<file path="src/rtl/sys_mem_pkg.sv">
// Shared types and constants for the system memory bus responder.
package sys_mem_pkg;

  // Transaction state: waiting for a CS, request outstanding, cycle finished.
  typedef enum logic [1:0] {
    ST_IDLE = 2'd0,
    ST_REQ  = 2'd1,
    ST_DONE = 2'd2
  } mem_state_t;

  // Region code placed in SD_A[19:18].
  localparam logic [1:0] REG_ROM  = 2'b00;
  localparam logic [1:0] REG_RAML = 2'b01;
  localparam logic [1:0] REG_RAMH = 2'b10;

  // Default request timeout in CLK cycles.
  localparam int TO_CYC_DEFAULT = 255;

endpackage

</file>
<file path="src/rtl/sys_mem_decode.sv">
// Combinational bus decode: CS priority (RAMH > RAML > ROM), region code,
// backing word address, byte enables and the "no request needed" flag.
module sys_mem_decode
  import sys_mem_pkg::*;
#(
  parameter int ROM_AW = 17,
  parameter int RAM_AW = 18
) (
  input  logic [24:0] mem_a,
  input  logic [3:0]  mem_dqm_n,
  input  logic        mem_rd_n,
  input  logic        rom_cs_n,
  input  logic        raml_cs_n,
  input  logic        ramh_cs_n,
  output logic        any_cs,
  output logic        multi_cs,
  output logic [19:0] word_addr,
  output logic [3:0]  byte_en,
  output logic        skip_req
);

  logic [1:0]  region;
  logic [17:0] rom_off;
  logic [17:0] ram_off;
  logic        unused_a;

  // Word offsets; the ROM window is narrower and zero-extended.
  assign rom_off = 18'(mem_a[ROM_AW+1:2]);
  assign ram_off = 18'(mem_a[RAM_AW+1:2]);

  // Byte-lane bits and address bits above the largest window are don't-care.
  assign unused_a = ^{mem_a[24:20], mem_a[1:0]};

  // Region select with RAMH taking priority over RAML over ROM.
  always_comb begin
    // NOTE: default assigned first so every path drives region and no latch is inferred.
    region = REG_ROM;
    if (!ramh_cs_n)      region = REG_RAMH;
    else if (!raml_cs_n) region = REG_RAML;
  end

  assign any_cs   = !(rom_cs_n && raml_cs_n && ramh_cs_n);
  assign multi_cs = (!rom_cs_n && !raml_cs_n) || (!rom_cs_n && !ramh_cs_n) ||
                    (!raml_cs_n && !ramh_cs_n);

  assign word_addr = {region, (region == REG_ROM) ? rom_off : ram_off};

  // Reads always fetch the full word; writes use the CPU lane strobes.
  assign byte_en = mem_rd_n ? ~mem_dqm_n : 4'hF;

  // ROM writes and writes with no lane enabled complete without a request.
  assign skip_req = mem_rd_n && ((region == REG_ROM) || (mem_dqm_n == 4'hF));

endmodule

</file>
<file path="src/rtl/sys_mem_responder.sv">
// System memory bus responder: turns each SH7604 ROM/RAML/RAMH bus cycle into
// one request/acknowledge transaction on a 32-bit backing-memory port and
// stretches the CPU cycle with MEM_WAIT_N until the transaction completes.
// Optional request timeout: define SYS_MEM_RESP_TIMEOUT_EN.
module sys_mem_responder
  import sys_mem_pkg::*;
#(
  parameter int ROM_AW = 17,
  parameter int RAM_AW = 18,
  parameter int TO_CYC = TO_CYC_DEFAULT
) (
  input  logic        CLK,
  input  logic        RST_N,
  input  logic        CE_R,
  input  logic [24:0] MEM_A,
  input  logic [31:0] MEM_DO,
  input  logic [3:0]  MEM_DQM_N,
  input  logic        MEM_RD_N,
  input  logic        ROM_CS_N,
  input  logic        RAML_CS_N,
  input  logic        RAMH_CS_N,
  output logic [31:0] MEM_DI,
  output logic        MEM_WAIT_N,
  output logic [19:0] SD_A,
  output logic        SD_REQ,
  output logic        SD_WE,
  output logic [3:0]  SD_BE,
  output logic [31:0] SD_D,
  input  logic [31:0] SD_Q,
  input  logic        SD_ACK,
  output logic        ERR
);

  mem_state_t  state;
  mem_state_t  state_nxt;
  logic        any_cs;
  logic        multi_cs;
  logic [19:0] word_addr;
  logic [3:0]  byte_en;
  logic        skip_req;
  logic        accept;
  logic        timeout;

  sys_mem_decode #(
    .ROM_AW (ROM_AW),
    .RAM_AW (RAM_AW)
  ) u_decode (
    .mem_a     (MEM_A),
    .mem_dqm_n (MEM_DQM_N),
    .mem_rd_n  (MEM_RD_N),
    .rom_cs_n  (ROM_CS_N),
    .raml_cs_n (RAML_CS_N),
    .ramh_cs_n (RAMH_CS_N),
    .any_cs    (any_cs),
    .multi_cs  (multi_cs),
    .word_addr (word_addr),
    .byte_en   (byte_en),
    .skip_req  (skip_req)
  );

  // A new bus cycle is taken only on a bus-enable cycle while idle.
  assign accept = (state == ST_IDLE) && CE_R && any_cs;

`ifdef SYS_MEM_RESP_TIMEOUT_EN
  logic [7:0] to_cnt;

  // Cycles spent in REQ; held at zero elsewhere so it starts clean on entry.
  always_ff @(posedge CLK or negedge RST_N) begin
    if (!RST_N)                to_cnt <= '0;
    else if (state != ST_REQ)  to_cnt <= '0;
    else                       to_cnt <= to_cnt + 8'd1;
  end

  assign timeout = (state == ST_REQ) && !SD_ACK && (to_cnt == 8'(TO_CYC - 1));
`else
  logic [31:0] unused_to_cyc;

  assign timeout       = 1'b0;
  assign unused_to_cyc = 32'(TO_CYC);
`endif

  // State register.
  always_ff @(posedge CLK or negedge RST_N) begin
    // NOTE: sequential state uses non-blocking assignments so every register updates together at the edge.
    if (!RST_N) state <= ST_IDLE;
    else        state <= state_nxt;
  end

  // Next-state: one transaction per CS assertion; DONE waits for CS to go high.
  always_comb begin
    state_nxt = state;
    case (state)
      ST_IDLE: if (accept)            state_nxt = skip_req ? ST_DONE : ST_REQ;
      ST_REQ:  if (SD_ACK || timeout) state_nxt = ST_DONE;
      ST_DONE: if (CE_R && !any_cs)   state_nxt = ST_IDLE;
      default:                        state_nxt = ST_IDLE;
    endcase
  end

  assign SD_REQ     = (state == ST_REQ);
  assign MEM_WAIT_N = !(((state == ST_IDLE) && any_cs) || (state == ST_REQ));

  // Request fields latched at accept, read data captured on ack, sticky error.
  always_ff @(posedge CLK or negedge RST_N) begin
    if (!RST_N) begin
      SD_A   <= '0;
      SD_WE  <= 1'b0;
      SD_BE  <= '0;
      SD_D   <= '0;
      MEM_DI <= '0;
      ERR    <= 1'b0;
    end else begin
      if (accept) begin
        if (multi_cs) ERR <= 1'b1;
        if (!skip_req) begin
          SD_A  <= word_addr;
          SD_WE <= MEM_RD_N;
          SD_BE <= byte_en;
          SD_D  <= MEM_DO;
        end
      end
      if ((state == ST_REQ) && SD_ACK && !SD_WE) MEM_DI <= SD_Q;
      if (timeout) begin
        ERR <= 1'b1;
        if (!SD_WE) MEM_DI <= 32'hFFFF_FFFF;
      end
    end
  end

endmodule
</file>
<file path="config.mk">
export PLATFORM = sky130hd
export DESIGN_NAME = sys_mem_responder
export DESIGN_NICKNAME = d
export VERILOG_FILES = /design/src/rtl/sys_mem_pkg.sv /design/src/rtl/sys_mem_decode.sv /design/src/rtl/sys_mem_responder.sv
export SDC_FILE = /design/constraint.sdc
export NUM_CORES = 1
export LEC_CHECK = 0
export ABC_AREA = 1
export CAP_MARGIN = 20
export CORE_MARGIN = 2
export CORE_UTILIZATION = 44
export DETAILED_ROUTE_END_ITERATION = 8
export PLACE_DENSITY = 0.86
export SYNTH_ARGS = -nofsm -noshare
export SYNTH_HDL_FRONTEND = slang
export SYNTH_SLANG_ARGS = --single-unit
</file>
<file path="constraint.sdc">
create_clock -name CLK -period 3.52 [get_ports CLK]
set_clock_uncertainty 0.1 [all_clocks]
set_input_delay 0.352 -clock CLK [delete_from_list [all_inputs] [get_ports CLK]]
set_output_delay 0.352 -clock CLK [all_outputs]
set_load 0.03 [all_outputs]
</file>
==> results.tsv <==
metric	value	unit
outcome	complete, no violations	
fin_crit_sh	67.8	%
cts_sinks	92	
path_clk_slew	100	ps
dieArea	9730	um^2
crit_type	in2out	
core_area	8720	um^2
num_io_pins	193	
hpwl	7.24	mm
maxSlewViolCount	0	
final_cell_count_no_fill	648	
cts_tree	built	
place_inst	630	
port_buffers	185	
fp.dieW	98.6	um
cts_resized	0	
cts_root_buffer	clkbuf_8	
postRouteAntennaNets	0	
drc_errors	0	
antenna_found_initial	0	
ys_warn_count	0	
cp_max_fo	7	
hold_buffers	0	
leakage	2.88	nW
ir_worst_vdd	0.446	mV
finalSetupTns	0	ps
cap_violations	0	
period_needed	2390	ps
place_ws	1080	ps
place_area	5720	um^2
syn_area	3940	um^2
synthXorXnorAreaFrac	0	%
vias	3184	
final_cell_area	5980	um^2
drt_pass1_iterations	5	
reg2reg_setup_slack	1470	ps
endpoint_kind	output pin	
synth_top_family_by_area	simple AND/OR/NAND/NOR gates	
viasPerCell	4.91	
max_freq	419	MHz
nFillCells	627	
ys_seq_area_share	58.4	%
placementRows	34	
required	3070	ps
globalRouteOverflowTotal	0	
yosys.area_share.simple	22.1	%
dr.first_iter.drc_count	126	
cts_made_buffers	9	
wl_per_cell	15.7	um
drt_wl_total	10.2	mm
avgSynthCellArea	11.1	um^2
synth_compound_area_share	0.921	%
hold_class	in2async	
grt_pass1_vias	3265	
grt_max_degree	81	
setup_slack	1130	ps
rsz0062_at_grt	no	
nets	636	
finalHoldViolCount	0	
initial_utilization	45.2	%
drive_above_1_share	13.1	%
final_cell_mix	184 x clkdlybuf4s50_1, 120 x nand2_1, 92 x dfrtp_1	
die_y	98.6	um
synth_fa_ha_area_share	0	%
relSlewSlack	52.6	%
setup_viol	0	
synth_mux_area_share	12.0	%
post_cts_buffers	0	
postSynthCellCount	355	
diodes	0	
startpoint_type	primary input	
htree_levels	3	
cp.arrival	1930	ps
cellPowerDensity	967	nW/um^2
grt_pass1_wl	16.7	mm
tightest_slew	711	ps
gp_congestion	0.757	
clock_latency	350	ps
ys_ff_latch	92	
clockBufferDepth	2	
final_common_cell	clkdlybuf4s50_1	
grt.total_usage	21.5	%
syn2layout_area_growth	51.7	%
p_total	0.00578	W
syn-num-nets	456	
ys_types	24	
## flip-flops by register name (all words and copies together), names as in the netlist
signal	count
ERR	1
MEM_DI	32
SD_A	20
SD_BE	4
SD_D	32
SD_WE	1
state	2
## report_power, final
group	switching (W)	total [W]	internal [W]	leakage, nW
clock	0.000384	0.000790	0.000405	0.110
sequential	0.000296	0.00186	0.00156	1.13
combinational	0.00175	0.00314	0.00139	1.64
total	0.00243	0.00578	0.00335	2.88
## through the flow
stage | utilization (%) | hold slack (ps)
2_1_floorplan | - | -43.6
3_5_place_dp | 65.6 | 358
3_3_place_gp | 65.6 | 353
5_1_grt | 68.5 | 239
4_1_cts | 68.1 | 90.4
6_report | 68.5 | 255
## area by class of cell
cell class	instances	area (um^2)	area share [%]
clock buffer	9	124	2.07
clock inverter	7	98.8	1.65
inverter	7	26.3	0.440
multi-input combinational	235	1380	23.1
sequential	92	2300	38.5
tap	108	135	2.26
timing repair buffer	190	1910	31.9
## logic make-up (layout without fill, tap and decap cells)
| group | after synthesis | in the layout |
|---|---|---|
| and+or+nand+nor | 197 | 197 |
| DFF | 92 | 92 |
| muxes | 32 | 32 |
| buffers and inverters | 28 | 213 |
| AOI/OAI and AO/OA | 6 | 6 |
## worst max-delay path, cell delays in order
cell             delay [ps]
clkdlybuf4s50_1         600
nand3_2                 120
o21ai_0                 170
clkdlybuf4s50_1         700
## worst paths after layout
path | start | end | cells after the start
max reg2reg | state[1]$_DFFE_PN0P_ | SD_D[0]$_DFFE_PN0P_ | 6
max | RAMH_CS_N | MEM_WAIT_N | 4
min reg2reg | SD_D[27]$_DFFE_PN0P_ | SD_D[27]$_DFFE_PN0P_ | 2
min in group CLK | SD_D[27]$_DFFE_PN0P_ | SD_D[27]$_DFFE_PN0P_ | 2
min | RST_N | MEM_DI[15]$_DFFE_PN0P_ | 2
max in group asynchronous | RST_N | SD_A[16]$_DFFE_PN0P_ | 4
## cells in the mapped netlist (all sizes together)
master / number / area [um^2]
nand2: 132 / 536
dfrtp: 92 / 2300
nand3: 58 / 295
mux2: 32 / 473
buf: 20 / 226
inv: 7 / 26.3
nor2: 5 / 28.8
o21ai: 4 / 23.8
nand4: 2 / 12.5
a21boi: 1 / 7.51
a21oi: 1 / 5.00
clkbuf: 1 / 3.75
## per-layer routing
metal | vias up | GRT usage (%) | share of wire (%)
li1 | 1507 | - | -
met1 | 1515 | 28.1 | 43
met2 | 144 | 34.5 | 47
met3 | 18 | 5.74 | 7.2
met4 | 0 | 8.11 | 2.1
met5 | - | 0 | 0
(Power assumes the default switching activity.)
